[config.mk]
export PLATFORM = sky130hd
export DESIGN_NAME = hazard_ctrl
export DESIGN_NICKNAME = d
export VERILOG_FILES = /design/src/rtl/hazard_ctrl.sv
export SDC_FILE = /design/constraint.sdc
export NUM_CORES = 1
export LEC_CHECK = 0
export BUFFER_PORTS_ARGS = -buffer_cell sky130_fd_sc_hd__buf_4
export CORE_UTILIZATION = 48
export CTS_BUF_LIST = sky130_fd_sc_hd__clkbuf_4
export DETAILED_ROUTE_END_ITERATION = 10
export GPL_TIMING_DRIVEN = 1
export PLACE_DENSITY = 0.93
export SLEW_MARGIN = 40
export SYNTH_ARGS = -nofsm -noshare
export SYNTH_HDL_FRONTEND = slang
export SYNTH_SLANG_ARGS = --single-unit
[constraint.sdc]
create_clock -name CLOCK -period 2.1 [get_ports CLOCK]
set_input_delay 0 -clock CLOCK [delete_from_list [all_inputs] [get_ports CLOCK]]
set_output_delay 0 -clock CLOCK [all_outputs]
set_load 0.01 [all_outputs]
[src/rtl/hazard_ctrl.sv]
// Hazard and sequencing control for the 5-stage pipeline: operand forwarding, load-use and
// branch-operand stalls, taken-branch flush, and the multi-cycle mult/div busy sequencer.
module hazard_ctrl #(
  parameter int unsigned MUL_LAT = 4,
  parameter int unsigned DIV_LAT = 32
) (
  input  logic       CLOCK,
  input  logic       RESET,
  input  logic [4:0] Rs_D,
  input  logic [4:0] Rt_D,
  input  logic       UsesRs_D,
  input  logic       UsesRt_D,
  input  logic       Branch_D,
  input  logic       PCSrc_D,
  input  logic       MduStart_D,
  input  logic       MduDiv_D,
  input  logic       UsesHiLo_D,
  input  logic [4:0] Rs_E,
  input  logic [4:0] Rt_E,
  input  logic [4:0] RegAddr3_E,
  input  logic [4:0] RegAddr3_M,
  input  logic [4:0] RegAddr3_W,
  input  logic       RegWriteEN_E,
  input  logic       RegWriteEN_M,
  input  logic       RegWriteEN_W,
  input  logic       MemRead_E,
  input  logic       MemRead_M,
  output logic       StallF,
  output logic       StallD,
  output logic       FlushD,
  output logic       FlushE,
  output logic [1:0] ForwardAE,
  output logic [1:0] ForwardBE,
  output logic       ForwardAD,
  output logic       ForwardBD,
  output logic       MduBusy,
  output logic       MduDone
);

  typedef enum logic [1:0] {
    MDU_IDLE = 2'd0,
    MDU_BUSY = 2'd1,
    MDU_DONE = 2'd2
  } mdu_state_t;

  localparam logic [7:0] MUL_LOAD = 8'(MUL_LAT - 1);
  localparam logic [7:0] DIV_LOAD = 8'(DIV_LAT - 1);

  mdu_state_t state_q, state_d;
  logic [7:0] cnt_q, cnt_d;

  logic       lw_stall;
  logic       br_stall;
  logic       mdu_stall;
  logic       stall;
  logic       ex_hit_d;
  logic       mem_hit_d;
  logic       mdu_accept;
  logic       mdu_busy;
  logic       mdu_done;
  logic [1:0] fwd_ae;
  logic [1:0] fwd_be;
  logic       fwd_ad;
  logic       fwd_bd;

  // $0 is hardwired, so a write to it can never create a dependency.
  function automatic logic reg_match(input logic [4:0] dst, input logic [4:0] src);
    return (dst != 5'd0) && (dst == src);
  endfunction

  function automatic logic [1:0] ex_fwd_sel(input logic [4:0] src);
    logic [1:0] sel;
    sel = 2'b00;
    if (RegWriteEN_M && reg_match(RegAddr3_M, src)) begin
      sel = 2'b10;
    end else if (RegWriteEN_W && reg_match(RegAddr3_W, src)) begin
      sel = 2'b01;
    end
    return sel;
  endfunction

  always_comb begin
    fwd_ae = ex_fwd_sel(Rs_E);
    fwd_be = ex_fwd_sel(Rt_E);
    // A load in MEM has no result on ALUOut_M yet; that case is covered by br_stall.
    fwd_ad = RegWriteEN_M & reg_match(RegAddr3_M, Rs_D) & ~MemRead_M;
    fwd_bd = RegWriteEN_M & reg_match(RegAddr3_M, Rt_D) & ~MemRead_M;
  end

  always_comb begin
    ex_hit_d  = (UsesRs_D & reg_match(RegAddr3_E, Rs_D)) |
                (UsesRt_D & reg_match(RegAddr3_E, Rt_D));
    mem_hit_d = (UsesRs_D & reg_match(RegAddr3_M, Rs_D)) |
                (UsesRt_D & reg_match(RegAddr3_M, Rt_D));
    lw_stall  = MemRead_E & ex_hit_d;
    br_stall  = Branch_D & ((RegWriteEN_E & ex_hit_d) | (MemRead_M & mem_hit_d));
    mdu_stall = (UsesHiLo_D | MduStart_D) & (state_q == MDU_BUSY);
    stall     = lw_stall | br_stall | mdu_stall;
  end

  // A start held in ID behind any stall is simply retried once the stall clears.
  assign mdu_accept = MduStart_D & ~stall;

  always_comb begin
    state_d  = state_q;
    cnt_d    = cnt_q;
    mdu_busy = 1'b0;
    mdu_done = 1'b0;
    unique case (state_q)
      MDU_IDLE: begin
        if (mdu_accept) begin
          state_d = MDU_BUSY;
          cnt_d   = MduDiv_D ? DIV_LOAD : MUL_LOAD;
        end
      end
      MDU_BUSY: begin
        mdu_busy = 1'b1;
        if (cnt_q != 8'd0) begin
          cnt_d = cnt_q - 8'd1;
        end else begin
          state_d = MDU_DONE;
        end
      end
      MDU_DONE: begin
        mdu_done = 1'b1;
        if (mdu_accept) begin
          state_d = MDU_BUSY;
          cnt_d   = MduDiv_D ? DIV_LOAD : MUL_LOAD;
        end else begin
          state_d = MDU_IDLE;
        end
      end
      default: begin
        state_d = MDU_IDLE;
        cnt_d   = 8'd0;
      end
    endcase
  end

  always_ff @(posedge CLOCK or negedge RESET) begin
    if (!RESET) begin
      state_q <= MDU_IDLE;
      cnt_q   <= 8'd0;
    end else begin
      state_q <= state_d;
      cnt_q   <= cnt_d;
    end
  end

  // Outputs are gated by RESET so they drop immediately, not at the next edge.
  always_comb begin
    StallF    = RESET & stall;
    StallD    = RESET & stall;
    FlushE    = RESET & stall;
    FlushD    = RESET & PCSrc_D & ~stall;
    ForwardAE = RESET ? fwd_ae : 2'b00;
    ForwardBE = RESET ? fwd_be : 2'b00;
    ForwardAD = RESET & fwd_ad;
    ForwardBD = RESET & fwd_bd;
    MduBusy   = RESET & mdu_busy;
    MduDone   = RESET & mdu_done;
  end

endmodule
==> metrics.cfg <==
[floorplanning]
core-area_um2 = 2522
die-area_um2 = 2939
die_y_um = 54.22
die_x_um = 54.22
row_count = 18
start_util_pct = 51.88
io_pins = 61

[critical_path]
start_kind = input port
critPathLaunch = RESET
worst_r2r_path_depth = 6
r2r-end = cnt_q[6]
r2r_slack_ns = 0.27
crit_path_end_kind = primary output
endpoint = ForwardBE[0]
reg2reg_from = cnt_q[5]
arrival_ns = 1.88
required_ns = 2.10
crit_type = in -> out
cp_max_fo = 18

[timing]
rsz0062_at_grt = false
fin_tns_setup_ns = 0
hold_viol_final = 0
fmax_ghz = 0.5322
skew_ns = 0.002184
setup_violations = 0
slew_viol_final = 0
slew-limit-headroom_pct = 68.77
fin_crit_ns = 1.879
final.period_utilization_pct = 89.47
layout_setup_ws_ns = 0.2211
tightest_slew_ns = 0.4649

[logic_synthesis]
ys_types = 40
synth_area_um2 = 1309
netlist_instances = 155
syn_avg_cell_area_um2 = 8.444
synthTopCellsByArea = dfrtp_1, xor2_1, xnor2_1, nor4_1, nand2_1
yosysWarnings = 0
synth_top_area_cell = dfrtp_1
ys_seq_area_share_pct = 19.12
ys_ff_latch = 10
synth_top_area_share_pct = 19.12
syn_nets = 206

[cells_and_area]
n_antenna_cell = 0
final_cells = 244
layout_common_cells = buf_4, xor2_1, xnor2_1
fin_util_pct = 70.44
final_common_cell = buf_4
syn_to_final_growth_pct = 35.75
nNetsFinal = 266
drive_above_1_share_pct = 34.58

[placed_design]
dpl.cell_count = 239
port-buffer-count = 60
gp_congestion = 0.9122
dp_hpwl_mm = 2.889
dp_slack_ns = 0.2876

[routing]
postRouteAntennaNets = 0
drt_iter0_markers = 31
drc = 0
vias_per_cell = 5.643
wire_per_inst_um = 13.79
firstDrtPassIters = 4
drt_wl_total_mm = 3.364
vias = 1377

[grt]
grt_pass1_vias = 1307
grt_usage_pct = 25.38
grt-ovfl-total = 0
grt_pass1_wl_mm = 5.492
grt_max_degree = 19
antenna_found_initial = 0

[clock_tree]
cts.path.max_buffers = 2
clk_pin_slew_ns = 0.07
cts_inserted_buffers = 3
root_buffer = clkbuf_4
htreeDepth = 1
clk_latency_ns = 0.28
cts_tree = done
cts_sinks = 10

[outcome]
status = complete, no violations

[worst_hold_path]
hp-class = in -> reg
hp-start = MduStart_D

[job]
cap_violations = 0

[power_and_ir_drop]
p_per_area_nw_per_um2 = 718.9
peakVddDrop_mv = 0.5494
power.leakage_nw = 0.8069

final cells by class:
type                       count  area (µm²)
clock buffer                   3       22.52
clock inverter                 1       3.754
fill                         188       745.7
inverter                       5       18.77
multi-input combinational    133       975.9
sequential                    10       250.2
tap                           30       37.54
timing repair buffer          62       467.9
per-stage QoR:
stage / total power, mW / hold slack [ns] / cell area [µm²]
global route: 1.381 / 0.07010 / 1777
floorplan: 0.8767 / -0.2956 / 1309
detailed placement: 1.127 / -0.1399 / 1740
CTS: 1.273 / 0.03629 / 1777
global placement: 1.105 / -0.1379 / 1740
finish: 1.277 / 0.04119 / 1777
how the worst min path moves through the flow:
| stage | to | slack (ns) | depth (start not counted) |
|---|---|---|---|
| after CTS | state_q[0] | 0.04 | 3 |
| after global routing | state_q[0] | 0.07 | 3 |
| final | state_q[0] | 0.04 | 3 |
| after detailed placement | cnt_q[0] | -0.14 | 1 |
| after global placement | cnt_q[0] | -0.14 | 1 |
| after floorplan | cnt_q[0] | -0.30 | 0 |
synth_stat cells, drive strengths merged:
cell	n
nand3	5
a21boi	1
nand3b	1
nand4b	1
mux2	1
a32o	1
and3	3
or4	4
buf	7
o2bb2ai	4
a22oi	1
nor3	5
a31oi	3
a211o	1
o211ai	2
or2b	1
nand4	3
ha	2
dfrtp	10
a311o	1
xnor2	17
a311oi	1
inv	5
nor2b	2
and2	4
nor4	8
o21a	3
nor4b	2
xor2	23
nand2	15
nor2	10
a21oi	5
o21ai	3
cells by family (layout without fill, tap and decap cells):
logic type,count (synthesis),count (layout),synth area share [%]
AOI/OAI and AO/OA,26,26,15.39
adders and majority gates,2,2,1.912
xor gates and xnor gates,40,40,26.77
buffers and inverters,12,71,6.310
and+or+nand+nor,64,64,29.64
muxes,1,1,0.8604
DFF,10,10,19.12
worst max-delay path, stage by stage:
cell and delay, ns:
dlygate4sd3_1 0.52, buf_4 0.22, o211ai_1 0.14, or4_1 0.54
nor4_1 0.26, buf_4 0.19
sequential cells by signal (all words and copies together) (netlist names):
signal,flops
cnt_q,8
state_q,2
routing by layer:
layer | GRT usage [%] | vias up | wire, µm
li1 | - | 671 | -
met1 | 29.53 | 626 | 1391
met2 | 46.95 | 73 | 1679
met3 | 2.500 | 7 | 237
met4 | 9.829 | 0 | 55
met5 | 0 | - | 0
what timing repair did:
| item | CTS | global route |
|---|---|---|
| endpoints found under the setup margin | 0 | 0 |
| buffers inserted | 0 | 0 |
| resized for setup | 0 | 0 |
| endpoints found under the hold margin | 10 | 0 |
| hold buffers | 1 | 0 |
where the power goes:
part           switching (mW)  internal [mW]  total, mW
combinational           0.401          0.372      0.773
sequential             0.0847          0.275      0.360
clock                  0.0757         0.0690      0.145
Power figures use the tool's default switching activity.
